--- config.mk ---
export PLATFORM = sky130hd
export DESIGN_NAME = hazard_ctrl
export DESIGN_NICKNAME = d
export VERILOG_FILES = /design/src/rtl/hdu_pkg.sv /design/src/rtl/hdu_load_scoreboard.sv /design/src/rtl/hazard_ctrl.sv
export SDC_FILE = /design/constraint.sdc
export NUM_CORES = 1
export LEC_CHECK = 0
export CAP_MARGIN = 15
export CELL_PAD_IN_SITES_DETAIL_PLACEMENT = 0
export CELL_PAD_IN_SITES_GLOBAL_PLACEMENT = 1
export CORE_MARGIN = 1.5
export CORE_UTILIZATION = 18
export CTS_CLUSTER_DIAMETER = 120
export DETAILED_ROUTE_END_ITERATION = 10
export GPL_TIMING_DRIVEN = 0
export PLACE_DENSITY_LB_ADDON = 0.1
export SYNTH_ARGS = -nofsm -noshare
export SYNTH_HDL_FRONTEND = slang
export SYNTH_SLANG_ARGS = --single-unit
export TNS_END_PERCENT = 30
--- constraint.sdc ---
create_clock -name clk -period 3.2 [get_ports clk]
set_clock_uncertainty 0.15 [all_clocks]
set_input_delay 0.64 -clock clk [delete_from_list [all_inputs] [get_ports clk]]
set_output_delay 0.64 -clock clk [all_outputs]
set_load 0.005 [all_outputs]
--- src/rtl/hdu_pkg.sv ---
// -----------------------------------------------------------------------------
// hdu_pkg
// Shared definitions for the hazard-control unit:
//   - ex_jumpop encoding (JOP_*)
//   - legal ranges for LOAD_LAT and FLUSH_DEPTH
//   - hdu_mode_e: the per-cycle decision of the control unit, in priority order
//   - clamp_int: forces an out-of-range parameter into its legal range
// -----------------------------------------------------------------------------
package hdu_pkg;

   // ex_jumpop encoding
   localparam logic [1:0] JOP_NONE = 2'd0;
   localparam logic [1:0] JOP_BR   = 2'd1;  // conditional branch, taken
   localparam logic [1:0] JOP_J    = 2'd2;  // direct jump
   localparam logic [1:0] JOP_JR   = 2'd3;  // register jump

   // Legal parameter ranges
   localparam int LOAD_LAT_MIN    = 1;
   localparam int LOAD_LAT_MAX    = 4;
   localparam int FLUSH_DEPTH_MIN = 2;
   localparam int FLUSH_DEPTH_MAX = 4;

   // Decision taken by the unit in the current cycle, highest priority first.
   typedef enum logic [2:0] {
      HDU_RESET      = 3'd0,
      HDU_FREEZE     = 3'd1,
      HDU_XFER       = 3'd2,
      HDU_FLUSH_TAIL = 3'd3,
      HDU_LOAD_USE   = 3'd4,
      HDU_RUN        = 3'd5
   } hdu_mode_e;

   function automatic int clamp_int(input int v, input int lo, input int hi);
      if (v < lo) return lo;
      if (v > hi) return hi;
      return v;
   endfunction

endpackage

--- src/rtl/hdu_load_scoreboard.sv ---
// -----------------------------------------------------------------------------
// hdu_load_scoreboard
// Tracks loads that have left EX but whose data is not yet forwardable.
// DEPTH entries of {valid, dest}; entry 0 is the youngest. With DEPTH=0 no
// storage is built and both match outputs are constant 0.
//
// Ports:
//   clk        clock
//   rst        synchronous active-low reset, clears every entry
//   shift_en   advance the shift register this edge (held while frozen)
//   dest_valid the instruction leaving EX is a load with a nonzero dest
//   dest       destination register of the instruction leaving EX
//   rs, rt     source registers of the instruction in ID
//   rs_match   rs equals the dest of some valid entry
//   rt_match   rt equals the dest of some valid entry
// -----------------------------------------------------------------------------
module hdu_load_scoreboard #(
   parameter int REG_AW = 5,
   parameter int DEPTH  = 0
) (
   input  logic              clk,
   input  logic              rst,
   input  logic              shift_en,
   input  logic              dest_valid,
   input  logic [REG_AW-1:0] dest,
   input  logic [REG_AW-1:0] rs,
   input  logic [REG_AW-1:0] rt,
   output logic              rs_match,
   output logic              rt_match
);

   generate
      if (DEPTH > 0) begin : g_sb
         logic [DEPTH-1:0]  valid_q;
         logic [REG_AW-1:0] dest_q [DEPTH];

         always_ff @(posedge clk) begin
            if (!rst) begin
               valid_q <= '0;
               for (int i = 0; i < DEPTH; i++) begin
                  dest_q[i] <= '0;
               end
            end else if (shift_en) begin
               for (int i = DEPTH - 1; i > 0; i--) begin
                  valid_q[i] <= valid_q[i-1];
                  dest_q[i]  <= dest_q[i-1];
               end
               // A bubble or non-load in EX enters as an invalid entry.
               valid_q[0] <= dest_valid;
               dest_q[0]  <= dest;
            end
         end

         always_comb begin
            rs_match = 1'b0;
            rt_match = 1'b0;
            for (int i = 0; i < DEPTH; i++) begin
               if (valid_q[i] && (dest_q[i] == rs)) rs_match = 1'b1;
               if (valid_q[i] && (dest_q[i] == rt)) rt_match = 1'b1;
            end
         end
      end else begin : g_no_sb
         // Single-cycle load latency: the EX-stage compare covers everything.
         logic unused_inputs;
         assign unused_inputs = ^{clk, rst, shift_en, dest_valid, dest, rs, rt};
         assign rs_match = 1'b0;
         assign rt_match = 1'b0;
      end
   endgenerate

endmodule

--- src/rtl/hazard_ctrl.sv ---
// -----------------------------------------------------------------------------
// hazard_ctrl
// Hazard-control unit beside the ID/EX stages. Each cycle it picks one action,
// in priority order: reset, data-memory freeze, taken control transfer,
// remaining fetch-side flush, load-use stall, normal run.
//
// Optional feature: define HDU_PERF_CNT_EN to build saturating stall/flush
// performance counters; otherwise stall_cnt/flush_cnt are tied to 0.
//
// Parameters:
//   REG_AW       register-address width
//   LOAD_LAT     cycles after EX before load data is forwardable (1..4)
//   FLUSH_DEPTH  fetch-side stages killed on a taken transfer (2..4)
//   CNT_W        performance-counter width
// Ports:
//   clk, rst                   clock, synchronous active-low reset
//   id_rs, id_rt               sources of the instruction in ID
//   id_rs_used, id_rt_used     source actually read
//   ex_wr                      destination of the instruction in EX
//   ex_memtoreg, ex_regwrite   EX instruction is a load / writes a register
//   ex_jumpop                  control transfer resolved in EX (JOP_*)
//   mem_req, mem_ready         data-memory access in MEM / access complete
//   pc_write, if_id_write      PC / IF/ID update enables
//   if_flush, id_flush         bubble into IF/ID / ID/EX
//   pipe_freeze                hold EX/MEM and MEM/WB
//   stall_cnt, flush_cnt       performance counters
// -----------------------------------------------------------------------------
module hazard_ctrl
   import hdu_pkg::*;
#(
   parameter int REG_AW      = 5,
   parameter int LOAD_LAT    = 1,
   parameter int FLUSH_DEPTH = 2,
   parameter int CNT_W       = 16
) (
   input  logic              clk,
   input  logic              rst,
   input  logic [REG_AW-1:0] id_rs,
   input  logic [REG_AW-1:0] id_rt,
   input  logic              id_rs_used,
   input  logic              id_rt_used,
   input  logic [REG_AW-1:0] ex_wr,
   input  logic              ex_memtoreg,
   input  logic              ex_regwrite,
   input  logic [1:0]        ex_jumpop,
   input  logic              mem_req,
   input  logic              mem_ready,
   output logic              pc_write,
   output logic              if_id_write,
   output logic              if_flush,
   output logic              id_flush,
   output logic              pipe_freeze,
   output logic [CNT_W-1:0]  stall_cnt,
   output logic [CNT_W-1:0]  flush_cnt
);

   localparam int LL       = clamp_int(LOAD_LAT, LOAD_LAT_MIN, LOAD_LAT_MAX);
   localparam int FD       = clamp_int(FLUSH_DEPTH, FLUSH_DEPTH_MIN, FLUSH_DEPTH_MAX);
   localparam int SB_DEPTH = LL - 1;
   // The transfer cycle itself kills IF/ID and ID/EX; the rest are tail cycles.
   localparam logic [1:0] TAIL_INIT = 2'(FD - 2);

   hdu_mode_e   mode;
   logic [1:0]  flush_rem;
   logic        frozen;
   logic        xfer;
   logic        ex_load;
   logic        sb_rs_match;
   logic        sb_rt_match;
   logic        rs_hazard;
   logic        rt_hazard;

   assign frozen  = mem_req && !mem_ready;
   assign ex_load = ex_memtoreg && ex_regwrite;

   always_comb begin
      xfer = 1'b0;
      case (ex_jumpop)
         JOP_BR, JOP_J, JOP_JR: xfer = 1'b1;
         JOP_NONE:              xfer = 1'b0;
         default:               xfer = 1'b0;
      endcase
   end

   // Loads older than EX; shifting stops while the back end is frozen so a
   // pending load keeps its position until memory completes.
   hdu_load_scoreboard #(
      .REG_AW (REG_AW),
      .DEPTH  (SB_DEPTH)
   ) u_sb (
      .clk        (clk),
      .rst        (rst),
      .shift_en   (!frozen),
      .dest_valid (ex_load && (ex_wr != '0)),
      .dest       (ex_wr),
      .rs         (id_rs),
      .rt         (id_rt),
      .rs_match   (sb_rs_match),
      .rt_match   (sb_rt_match)
   );

   // Register 0 is hard-wired, so it can never carry a dependency.
   assign rs_hazard = id_rs_used && (id_rs != '0) &&
                      ((ex_load && (id_rs == ex_wr)) || sb_rs_match);
   assign rt_hazard = id_rt_used && (id_rt != '0) &&
                      ((ex_load && (id_rt == ex_wr)) || sb_rt_match);

   // Next decision
   always_comb begin
      mode = HDU_RUN;
      if (!rst)                        mode = HDU_RESET;
      else if (frozen)                 mode = HDU_FREEZE;
      else if (xfer)                   mode = HDU_XFER;
      else if (flush_rem != 2'd0)      mode = HDU_FLUSH_TAIL;
      else if (rs_hazard || rt_hazard) mode = HDU_LOAD_USE;
      else                             mode = HDU_RUN;
   end

   // Outputs
   always_comb begin
      pc_write    = 1'b1;
      if_id_write = 1'b1;
      if_flush    = 1'b0;
      id_flush    = 1'b0;
      pipe_freeze = 1'b0;
      case (mode)
         HDU_FREEZE: begin
            pc_write    = 1'b0;
            if_id_write = 1'b0;
            pipe_freeze = 1'b1;
         end
         HDU_XFER: begin
            if_flush = 1'b1;
            id_flush = 1'b1;
         end
         HDU_FLUSH_TAIL: begin
            if_flush = 1'b1;
         end
         HDU_LOAD_USE: begin
            pc_write    = 1'b0;
            if_id_write = 1'b0;
            id_flush    = 1'b1;
         end
         default: begin
         end
      endcase
   end

   // Remaining fetch-side flush cycles; held while frozen.
   always_ff @(posedge clk) begin
      if (!rst) begin
         flush_rem <= 2'd0;
      end else begin
         case (mode)
            HDU_XFER:       flush_rem <= TAIL_INIT;
            HDU_FLUSH_TAIL: flush_rem <= flush_rem - 2'd1;
            default:        flush_rem <= flush_rem;
         endcase
      end
   end

`ifdef HDU_PERF_CNT_EN
   logic [CNT_W-1:0] stall_q;
   logic [CNT_W-1:0] flush_q;

   // Saturating counters; freeze cycles count as stalls since pc_write=0.
   always_ff @(posedge clk) begin
      if (!rst) begin
         stall_q <= '0;
         flush_q <= '0;
      end else begin
         if (!pc_write && (stall_q != '1)) stall_q <= stall_q + CNT_W'(1);
         if (if_flush && (flush_q != '1))  flush_q <= flush_q + CNT_W'(1);
      end
   end

   assign stall_cnt = stall_q;
   assign flush_cnt = flush_q;
`else
   assign stall_cnt = '0;
   assign flush_cnt = '0;
`endif

endmodule

== Word-level counts from Yosys, hierarchy flattened ==
Cells that the tools add are included.
Operators by class
  $add $sub $neg: 1
  equal/unequal tests: 9
  multiplexer cells: 11
  reductions and logical operators: 19
Operators with widths (count)
  two-way mux 3 bit: 4
  == test 5 bit: 2
  nonzero test 5 bit: 2
  logical AND 1 bit: 8
  == test 3 x 2 -> 1 bit, second input constant: 2
  OR reduction 2 bit: 3
  two-way mux 1 bit: 5
  == test 2 bit, second input constant: 2
  case mux 2 bit (2 select lines): 1
  nonzero test 2 bit: 2
  == test 3 x 1 -> 1 bit, second input constant: 1
  == test 3 bit, second input constant: 1
  OR reduction 3 bit: 1
  == test 2 x 1 -> 1 bit, second input constant: 1
  zero test 2 bit: 1
  case mux 1 bit (2 select lines): 1
  subtractor 2 x 1 -> 2 bit, second input constant: 1
  zero test 1 bit: 1
  logical OR 1 bit: 1
Storage, ports and cells
  register bits: 2
  input bits: 25

== Logic depth before layout (Yosys ltp) ==
Gate-level depths: netlist of the first run.
  depth in word-level cells: 12
  gate-level depth with buffers: 6
  gate-level depth less buffers: 6

== Modules after synthesis ==
From an unflattened synthesis of the first run, not the netlist that was laid out.
Second synthesis, totals
  cell total of the unflattened synthesis: 84
  area total of the unflattened synthesis: 590.6 um2
Modules (own cells, without submodules)
  hazard_ctrl: instances 1, cells each 81, area each 571.8 um2, sequential area each 40.0 um2
  hdu_load_scoreboard: instances 1, cells each 3, area each 18.8 um2, sequential area each 0.0 um2

== Worst setup path after synthesis of the first run ==
OpenSTA, ideal clock, no wires.
  path type: input-to-output
  start point: input port id_rt[1]
  end point: output port pc_write
  data arrival time: 1.734 ns
  required time: 2.410 ns
  setup slack: 0.676 ns
  stages: 6
  buffers on the path: 1
  path through: or4_1 nor2_1 nor4_1 o2111ai_1 and2b_1 buf_4
On the way
  cells in the longest elaborated chain, start to end: 12
  elaborated cells on any way between the ends: 15
  those cells by class: eq/ne: 3; mux: 6; reduce/logical: 6
Ends and longest elaborated chain
  start: declaration: line hazard_ctrl.sv:39  | input logic [REG_AW-1:0] id_rt,
  == test 5 bit or nonzero test 5 bit (tied branches): line hazard_ctrl.sv:106, hazard_ctrl.sv:105
  logical AND 1 bit, on equally long branches: line hazard_ctrl.sv:106, hazard_ctrl.sv:105
  logical AND 1 bit *: line hazard_ctrl.sv:105  | assign rt_hazard = id_rt_used && (id_rt != '0) &&
  logical OR 1 bit *: line hazard_ctrl.sv:115  | else if (rs_hazard || rt_hazard) mode = HDU_LOAD_USE;
  two-way mux 1 bit *: line hazard_ctrl.sv:115
  two-way mux 3 bit *: line hazard_ctrl.sv:114  | else if (flush_rem != 2'd0) mode = HDU_FLUSH_TAIL;
  two-way mux 3 bit *: line hazard_ctrl.sv:113  | else if (xfer) mode = HDU_XFER;
  two-way mux 3 bit *: line hazard_ctrl.sv:112  | else if (frozen) mode = HDU_FREEZE;
  two-way mux 3 bit *: line hazard_ctrl.sv:111  | if (!rst) mode = HDU_RESET;
  == test 3 x 1 -> 1 bit or == test 3 bit (tied branches)
  OR reduction 2 bit (no source line) *
  two-way mux 1 bit *
  end: declaration: line hazard_ctrl.sv:48  | output logic pc_write,
Every way passes the cells marked *; elsewhere a longest branch is shown, timed or not.

== Worst setup path after layout of the first run ==
  start point: input port id_rs[2]
  end point: output port pc_write
On the way
  cells in the longest elaborated chain, start to end: 12
  elaborated cells on any way between the ends: 15
  those cells by class: eq/ne: 3; mux: 6; reduce/logical: 6
Ends and longest elaborated chain
  start: declaration: line hazard_ctrl.sv:38  | input logic [REG_AW-1:0] id_rs,
  == test 5 bit or nonzero test 5 bit (tied branches): line hazard_ctrl.sv:104, hazard_ctrl.sv:103
  logical AND 1 bit, on equally long branches: line hazard_ctrl.sv:104, hazard_ctrl.sv:103
  logical AND 1 bit *: line hazard_ctrl.sv:103  | assign rs_hazard = id_rs_used && (id_rs != '0) &&
  logical OR 1 bit *: line hazard_ctrl.sv:115
  two-way mux 1 bit *: line hazard_ctrl.sv:115
  two-way mux 3 bit *: line hazard_ctrl.sv:114
  two-way mux 3 bit *: line hazard_ctrl.sv:113
  two-way mux 3 bit *: line hazard_ctrl.sv:112
  two-way mux 3 bit *: line hazard_ctrl.sv:111
  == test 3 x 1 -> 1 bit or == test 3 bit (tied branches): line hazard_ctrl.sv:126  | case (mode)
  OR reduction 2 bit (no source line) *
  two-way mux 1 bit *: line hazard_ctrl.sv:126
Marked as above.

==> results.sh, run 1 <==
export IMPL_status="finished with violations"
export IMPL_violations="DRC"
export IMPL_cp_arrival_ns=2.30
export IMPL_yosysSeqAreaShare_pct=7.289
export IMPL_die_h_um=58.24
export IMPL_ant_nets=0
export IMPL_period_minus_slack_ns=3.092
export IMPL_syn_area_um2=549.3
export IMPL_synth_cell_types=19
export IMPL_crit_fanout=2
export IMPL_synth_top_family_by_area="buffers and inverters"
export IMPL_drt_iter0_markers=21
export IMPL_power_leakage_nw=0.6309
export IMPL_p_per_area_nw_per_um2=164.8
export IMPL_synth_mux_area_share_pct=0
export IMPL_antenna_found_initial=0
export IMPL_synth_fa_ha_area_share_pct=2.278
export IMPL_rows=19
export IMPL_rrSetupSlack_ns=1.94
export IMPL_cts_buffers=3
export IMPL_synthCells=78
export IMPL_syn2layout_area_growth_pct=101.1
export IMPL_clockBufferDepth=2
export IMPL_hpwl_um=1156
export IMPL_finalSetupViolCount=0
export IMPL_grt_max_degree=6
export IMPL_hp_start="flush_rem[1]"
export IMPL_pin_count=62
export IMPL_dr_total_vias=572
export IMPL_final_core_util_pct=39.05
export IMPL_r2r_start="flush_rem[0]"
export IMPL_synth_area_leaders="buf_4 45%, xnor2_1 13%, dfxtp_1 7.3%"
export IMPL_largest_register="flush_rem"
export IMPL_max_freq_ghz=0.3234
export IMPL_place_area_um2=994.7
export IMPL_cts_max_level=1
export IMPL_core_um2=2829
export IMPL_via_per_inst=3.306
export IMPL_nNetsFinal=170
export IMPL_wl_um=1388
export IMPL_crit_path_start="id_rs[2]"
export IMPL_final_area_um2=1105
export IMPL_synth_top_cell_by_area="buf_4"
export IMPL_drive_gt1_share_pct=31.69
export IMPL_synth_compound_area_share_pct=6.150
export IMPL_insertion_delay_ns=0.22
export IMPL_hold_path_class="flop to flop"
export IMPL_grt_overflow_total=0
export IMPL_maxSlewViolCount=0
export IMPL_rsz0062_at_grt="no"
export IMPL_endpoint_kind="output pin"
export IMPL_max_cap_violations=0
export IMPL_diodes=0
export IMPL_largest_reg_flops=2
export IMPL_die_x_um=58.24
export IMPL_synth_top_cell_area_share_pct=45.10
export IMPL_path_class="primary input to output pin"
export IMPL_grt_first_pass_wirelength_um=1883
export IMPL_track_usage_pct=6.943
export IMPL_synthSimpleGateAreaFrac_pct=20.50
export IMPL_start_util_pct=19.42
export IMPL_ys_warnings_count=0
export IMPL_drc=5
export IMPL_avgSynthCellArea_um2=7.042
export IMPL_first_global_vias=446
export IMPL_clkSinkCount=2
export IMPL_cts_clk_slew_worst_paths_ns=0.03
export IMPL_port_buffer_count=29
export IMPL_setup_ws_ns=0.1078
export IMPL_startpoint_type="primary input"
export IMPL_hold_viol=0
export IMPL_synthXorXnorAreaFrac_pct=15.95
export IMPL_cts_root_buf="clkbuf_4"
export IMPL_vdd_drop_max_mv=0.1548
export IMPL_timing_hold_ws_ns=0.3311
export IMPL_top_regs="flush_rem: 2 flops"
export IMPL_die_area_um2=3392
export IMPL_avgRoutedWirePerCell_um=8.023
export IMPL_ys_seq_elements=2
export IMPL_cts_tree="built"
export IMPL_required_ns=2.41
export IMPL_fin_crit_sh_pct=96.63
export IMPL_gp_congestion=0.7293
export IMPL_firstDrtPassIters=7
export IMPL_pre_cts_ws_ns=-0.3478
placed cells by master (no fill, tap or decap), drive strengths merged:
master	netlist	layout
nor4	2	2
clkdlybuf4s50	0	12
clkbuf	0	4
conb	1	32
buf	33	34
clkdlybuf4s15	0	2
o2111ai	1	1
dfxtp	2	2
xor2	2	2
dlymetal6s2s	0	12
nand3b	1	1
and2b	1	1
a21oi	4	4
nand2b	1	1
o21ai	1	1
dlygate4sd2	0	2
nand2	3	3
xnor2	8	8
inv	3	3
nand4	2	2
or4	2	2
nand3	2	2
nor2	8	8
ha	1	1
kinds of logic (layout without fill, tap and decap cells):
family,Yosys count,in the layout
flops,2,2
xor+xnor,10,10
other cells,1,32
simple gates,22,22
fa+ha+maj,1,1
compound gates,6,6
buf+inv,36,69
metrics by stage:
stage	setup TNS [ns]	total power, mW	instances
after global routing	0	0.1962	173
after detailed placement	-0.7565	0.1237	169
final	0	0.1821	173
after global placement	-0.7441	0.1240	169
after CTS	-0.3280	0.1819	173
after floorplan	0	0.08074	109
per-layer routing:
metal	GRT usage (%)	vias up	wire length, µm
met3	1.563	0	186
met4	2.990	0	0
li1	-	317	-
met5	0	-	0
met2	11.53	34	686
met1	8.568	221	514
where the power goes:
group	leakage, nW	switching, mW	total [mW]	internal (mW)
logic	0.601	0.0381	0.103	0.0644
clock network	0.0138	0.0131	0.0544	0.0413
registers	0.0161	0	0.0251	0.0251
critical path, stage by stage:
cell and delay, ns:
dlygate4sd2_1 0.25, or4_4 0.53, nor2_4 0.12, nor4_4 0.05
o2111ai_1 0.17, and2b_1 0.16, buf_4 0.10, buf_4 0.08
clkdlybuf4s15_1 0.19
synthesized netlist by cell type:
master / instances
a21oi_1: 4
and2b_1: 1
buf_4: 33
conb_1: 1
dfxtp_1: 2
ha_1: 1
inv_1: 3
nand2_1: 3
nand2b_1: 1
nand3_1: 2
nand3b_1: 1
nand4_1: 2
nor2_1: 8
nor4_1: 2
o2111ai_1: 1
o21ai_0: 1
or4_1: 2
xnor2_1: 8
xor2_1: 2
final cells by class:
type | instances | area [µm²]
plain buffers | 33 | 247.7
clock buffers | 3 | 22.52
fillers | 301 | 1724
inverters | 3 | 11.26
multi-input cells | 71 | 424.2
flip-flops and latches | 2 | 40.04
well taps | 31 | 38.79
repair buffers | 30 | 320.3
path summary, 6_finish.rpt:
kind,end,cells past startpoint
hold reg to reg,flush_rem[1],2
hold / removal,flush_rem[1],2
setup / recovery,pc_write,9
setup reg to reg,flush_rem[1],6
what timing repair did:
item,CTS,global route
buffers inserted,1,0
hold buffers,0,0
gates cloned,0,0
pin swaps,5,11
resized for setup,5,26
setup endpoints to repair,3,3
Note: power is estimated with default switching activity, not from simulation.
==> inputs of run 2 (changes only) <==
CTS_BUF_LIST = sky130_fd_sc_hd__clkbuf_8 sky130_fd_sc_hd__clkbuf_16   (was not set)
HOLD_SLACK_MARGIN = 0.1   (was not set)
PLACE_DENSITY_LB_ADDON = 0.08   (was 0.1)
==> results.sh, run 2 (same netlist as run 1, synthesis figures left out) <==
export IMPL_die_x_um=58.24
export IMPL_timing_hold_ws_ns=0.3359
export IMPL_p_switching_uw=55.42
export IMPL_place_area_um2=994.7
export IMPL_p_sw_share_pct=24.52
export IMPL_antenna_found_initial=0
export IMPL_cts_root_buf="clkbuf_8"
export IMPL_clockBufferDepth=2
export IMPL_cts_setup_buffers=0
export IMPL_die_area_um2=3392
export IMPL_hold_depth=2
export IMPL_fin_crit_sh_pct=101.5
export IMPL_combPwrFrac_pct=45.4
export IMPL_gp_congestion=0.6672
export IMPL_stdcell_count=172
export IMPL_core_um2=2829
export IMPL_p_per_area_nw_per_um2=210.0
export IMPL_cts_clk_slew_worst_paths_ns=0.03
export IMPL_largest_reg_flops=2
export IMPL_grtUsageMet3_pct=2.009
export IMPL_r2r_cells=6
export IMPL_crit_fanout=2
export IMPL_hpwl_um=1192
export IMPL_grt_first_pass_wirelength_um=1925
export IMPL_rsz0062_at_grt="yes"
export IMPL_p_int_uw=170.6
export IMPL_cts_max_level=1
export IMPL_final_core_util_pct=38.04
export IMPL_place_inst=169
export IMPL_setup_ws_ns=-0.04717
export IMPL_pin_count=62
export IMPL_avgRoutedWirePerCell_um=8.012
export IMPL_drt_iter0_markers=16
export IMPL_start_util_pct=19.42
export IMPL_max_freq_ghz=0.3080
export IMPL_path_class="primary input to output pin"
export IMPL_cts_tree="built"
export IMPL_grt_overflow_total=0
export IMPL_clkSinkCount=2
export IMPL_wl_um=1378
export IMPL_vdd_drop_max_mv=0.2095
export IMPL_diodes=0
export IMPL_period_minus_slack_ns=3.247
export IMPL_drc=6
export IMPL_top_regs="flush_rem: 2 flops"
export IMPL_clkPwrFrac_pct=43.5
export IMPL_startpoint_type="primary input"
export IMPL_rows=19
export IMPL_met1_usage_pct=8.434
export IMPL_nNetsFinal=169
export IMPL_final_area_um2=1076
export IMPL_power_leakage_nw=0.5432
export IMPL_endpoint_kind="output pin"
export IMPL_status="finished with violations"
export IMPL_maxSlewViolCount=0
export IMPL_ant_nets=0
export IMPL_track_usage_pct=7.494
export IMPL_dr_total_vias=578
export IMPL_gr_max_usage_layer="met2"
export IMPL_drive_gt1_share_pct=29.79
export IMPL_max_cap_violations=0
export IMPL_port_buffer_count=29
export IMPL_cts_buffers=3
export IMPL_hold_path_class="flop to flop"
export IMPL_grt_max_degree=6
export IMPL_violations="DRC, setup timing"
export IMPL_largest_register="flush_rem"
export IMPL_firstDrtPassIters=7
export IMPL_seq_power_share_pct=11.1
export IMPL_layout_commonest_cell="buf_4"
export IMPL_first_global_vias=435
export IMPL_via_per_inst=3.360
export IMPL_hold_viol=0
export IMPL_grt_util_met2_pct=12.82
export IMPL_die_h_um=58.24
export IMPL_cp_arrival_ns=2.46
export IMPL_final_cell_mix="33 x buf_4, 32 x conb_1, 24 x clkdlybuf4s50_1"
export IMPL_power_uw=226.0
export IMPL_finalSetupViolCount=1
export IMPL_insertion_delay_ns=0.21
export IMPL_required_ns=2.41
export IMPL_syn2layout_area_growth_pct=95.90
-- run 2: cell count changes in the layout (fill, tap and decap cells not counted) --
cell | previous run | this run
buf_4 | 34 | 33
clkbuf_2 | 1 | 0
clkbuf_4 | 3 | 0
clkbuf_8 | 0 | 3
clkdlybuf4s15_1 | 2 | 0
clkdlybuf4s50_1 | 12 | 24
dlygate4sd2_1 | 2 | 3
dlymetal6s2s_1 | 12 | 2
nand3_1 | 1 | 2
nand3_2 | 1 | 0
nor2_2 | 0 | 1
nor2_4 | 2 | 1
nor4_2 | 0 | 1
nor4_4 | 2 | 1
-- run 2: worst paths after layout --
path,slack (ns),to,from
min,0.34,flush_rem[1],flush_rem[1]
max,-0.05,pc_write,id_rs[4]
max reg2reg,1.94,flush_rem[0],flush_rem[0]
min reg2reg,0.34,flush_rem[1],flush_rem[1]
-- run 2: per-stage QoR --
step	worst slack [ns]	TNS, ns
final	-0.04717	-0.04717
after global routing	-0.1276	-0.1654
after CTS	-0.1651	-0.2543
after detailed placement	-0.3602	-0.7795
after global placement	-0.3420	-0.7515
after floorplan	0.6757	0
-- run 2: layer usage --
| layer | vias to the layer above | routed length [µm] |
|---|---|---|
| met1 | 224 | 540 |
| met4 | 0 | 0 |
| met5 | - | 0 |
| li1 | 317 | - |
| met2 | 37 | 653 |
| met3 | 0 | 183 |
-- run 2: what timing repair did --
item	in CTS	in global routing
resized for setup	5	8
setup endpoints to repair	3	3
pin swaps	2	1
hold buffers	0	0
hold endpoints to repair	0	0
-- run 2: layout make-up --
cell class | instances | area (µm²)
buffer | 33 | 247.7
clock buffer | 3 | 41.29
fill | 290 | 1753
inverter | 3 | 11.26
multi-input combinational | 71 | 405.4
sequential | 2 | 40.04
tap | 31 | 38.79
timing repair buffer | 29 | 291.5
-- run 2: worst max-delay path: stages --
cell	delay, ns
clkdlybuf4s50_1	0.43
or4_4	0.56
nor2_4	0.12
nor4_4	0.06
o2111ai_1	0.17
and2b_1	0.16
buf_4	0.10
dlygate4sd2_1	0.22
-- run 2: power groups by stage --
stage          logic, mW  clock network (mW)  registers (mW)
2_1_floorplan     0.0553                   0          0.0254
3_3_place_gp      0.0985                   0          0.0254
3_5_place_dp      0.0986                   0          0.0254
4_1_cts           0.0989               0.103          0.0251
5_1_grt            0.112               0.108          0.0251
6_report           0.103              0.0982          0.0252
==> inputs of run 3 (changes only) <==
CTS_CLUSTER_SIZE = 8   (was not set)
REMOVE_ABC_BUFFERS = 1   (was not set)
==> results.sh, run 3 (same netlist as run 1, synthesis figures left out) <==
export IMPL_status="finished with violations"
export IMPL_violations="DRC"
export IMPL_top_regs="flush_rem: 2 flops"
export IMPL_met1_usage_pct=8.300
export IMPL_pin_count=62
export IMPL_grt_first_pass_wirelength_um=2021
export IMPL_grt_max_degree=6
export IMPL_grtUsageMet3_pct=1.116
export IMPL_dr_total_vias=489
export IMPL_cts_clk_slew_worst_paths_ns=0.03
export IMPL_grt_overflow_total=0
export IMPL_setup_tns_ns=0
export IMPL_clkSinkCount=2
export IMPL_finalSetupViolCount=0
export IMPL_p_int_uw=145.7
export IMPL_nNetsFinal=136
export IMPL_fin_crit_sh_pct=99.07
export IMPL_maxSlewViolCount=0
export IMPL_max_freq_ghz=0.3154
export IMPL_clockBufferDepth=2
export IMPL_fillers=311
export IMPL_p_sw_share_pct=25.62
export IMPL_syn2layout_area_growth_pct=46.47
export IMPL_cts_buffers=3
export IMPL_gp_congestion=0.6290
export IMPL_max_cap_violations=0
export IMPL_track_usage_pct=7.724
export IMPL_final_area_um2=804.5
export IMPL_seq_power_share_pct=12.8
export IMPL_largest_reg_flops=2
export IMPL_grt_util_met2_pct=14.45
export IMPL_crit_fanout=2
export IMPL_drc=5
export IMPL_avgRoutedWirePerCell_um=9.014
export IMPL_place_area_um2=747.0
export IMPL_vdd_drop_max_mv=0.2237
export IMPL_die_area_um2=3392
export IMPL_layout_commonest_cell="conb_1"
export IMPL_insertion_delay_ns=0.21
export IMPL_die_h_um=58.24
export IMPL_wl_um=1253
export IMPL_combPwrFrac_pct=36.0
export IMPL_hold_path_class="flop to flop"
export IMPL_via_per_inst=3.518
export IMPL_endpoint_kind="output pin"
export IMPL_r2r_start="flush_rem[0]"
export IMPL_port_buffer_count=29
export IMPL_hold_depth=2
export IMPL_cp_arrival_ns=2.38
export IMPL_startpoint_type="primary input"
export IMPL_p_switching_uw=50.20
export IMPL_firstDrtPassIters=9
export IMPL_required_ns=2.41
export IMPL_largest_register="flush_rem"
export IMPL_diodes=0
export IMPL_rows=19
export IMPL_r2r_cells=6
export IMPL_core_um2=2829
export IMPL_p_per_area_nw_per_um2=243.5
export IMPL_ant_nets=0
export IMPL_hpwl_um=1141
export IMPL_antenna_found_initial=0
export IMPL_rr_endpoint="flush_rem[0]"
export IMPL_rrSetupSlack_ns=1.92
export IMPL_first_global_vias=463
export IMPL_final_cell_mix="32 x conb_1, 26 x clkdlybuf4s50_1, 8 x nor2_1, 8 x xnor2_1, 4 x a21oi_1"
export IMPL_path_class="primary input to output pin"
export IMPL_hp_start="flush_rem[1]"
export IMPL_cts_max_level=1
export IMPL_gr_max_usage_layer="met2"
export IMPL_hold_viol=0
export IMPL_cts_root_buf="clkbuf_8"
export IMPL_start_util_pct=19.42
export IMPL_cts_hold_buf=0
export IMPL_period_minus_slack_ns=3.170
export IMPL_min_to="flush_rem[1]"
export IMPL_die_x_um=58.24
export IMPL_power_leakage_nw=0.3538
export IMPL_clkPwrFrac_pct=51.1
export IMPL_power_uw=195.9
export IMPL_rsz0062_at_grt="yes"
export IMPL_cts_tree="built"
export IMPL_drt_iter0_markers=16
export IMPL_drive_gt1_share_pct=4.630
[run 3: cell count changes in the layout (fill, tap and decap cells not counted), sizes merged]
cell           previous run  this run
clkdlybuf4s50            24        26
buf                      33         0
dlygate4sd2               3         1
[run 3: repair_timing]
action | CTS | global route
setup buffers | 0 | 0
pin swaps | 0 | 1
endpoints found under the setup margin | 3 | 3
gates resized for setup | 1 | 4
gates cloned | 0 | 0
[run 3: power by group through the flow]
stage,Combinational [mW],Clock [mW],Sequential [mW]
floorplan,0.0262,0,0.0254
global placement,0.0698,0,0.0254
detailed placement,0.0702,0,0.0254
CTS,0.0700,0.104,0.0251
global route,0.0791,0.107,0.0251
finish,0.0706,0.100,0.0252
[run 3: metal layers]
layer | part of all wire (%) | routed length, µm
met5 | 0 | 0
met4 | 1.8 | 23
met3 | 7.3 | 92
met2 | 52 | 652
met1 | 39 | 485
[run 3: area by class of cell]
cell class / count / area [µm²] / area share (%)
multi-input combinational: 71 / 379.1 / 47.12
clock buffer: 3 / 41.29 / 5.132
inverter: 3 / 11.26 / 1.400
timing repair buffer: 29 / 294.0 / 36.55
tap: 31 / 38.79 / 4.821
sequential: 2 / 40.04 / 4.977
[run 3: how the worst max path moves through the flow]
stage	from	to	slack [ns]	cells past startpoint
6_report	id_rs[1]	if_id_write	0.03	7
3_5_place_dp	id_rt[1]	if_id_write	-0.24	7
3_3_place_gp	id_rt[1]	if_id_write	-0.26	7
4_1_cts	id_rt[1]	pc_write	-0.24	7
2_1_floorplan	id_rt[1]	if_id_write	0.77	5
5_1_grt	id_rs[1]	if_id_write	-0.08	7
[run 3: through the flow]
step	worst slack, ns	utilization (%)	instances	hold slack (ns)
after global placement	-0.2577	26.40	136	0.3323
after global routing	-0.07722	28.44	139	0.4101
after detailed placement	-0.2418	26.40	136	0.3376
after CTS	-0.2388	27.82	139	0.3440
final	0.02981	28.44	139	0.3357
after floorplan	0.7708	-	76	0.3044
[run 3: worst max-delay path, stage by stage]
cell	delay, ns
clkdlybuf4s50_1	0.44
or4_1	0.53
nor2_1	0.13
nor4_2	0.07
o2111ai_1	0.19
and2b_1	0.15
dlygate4sd2_1	0.23
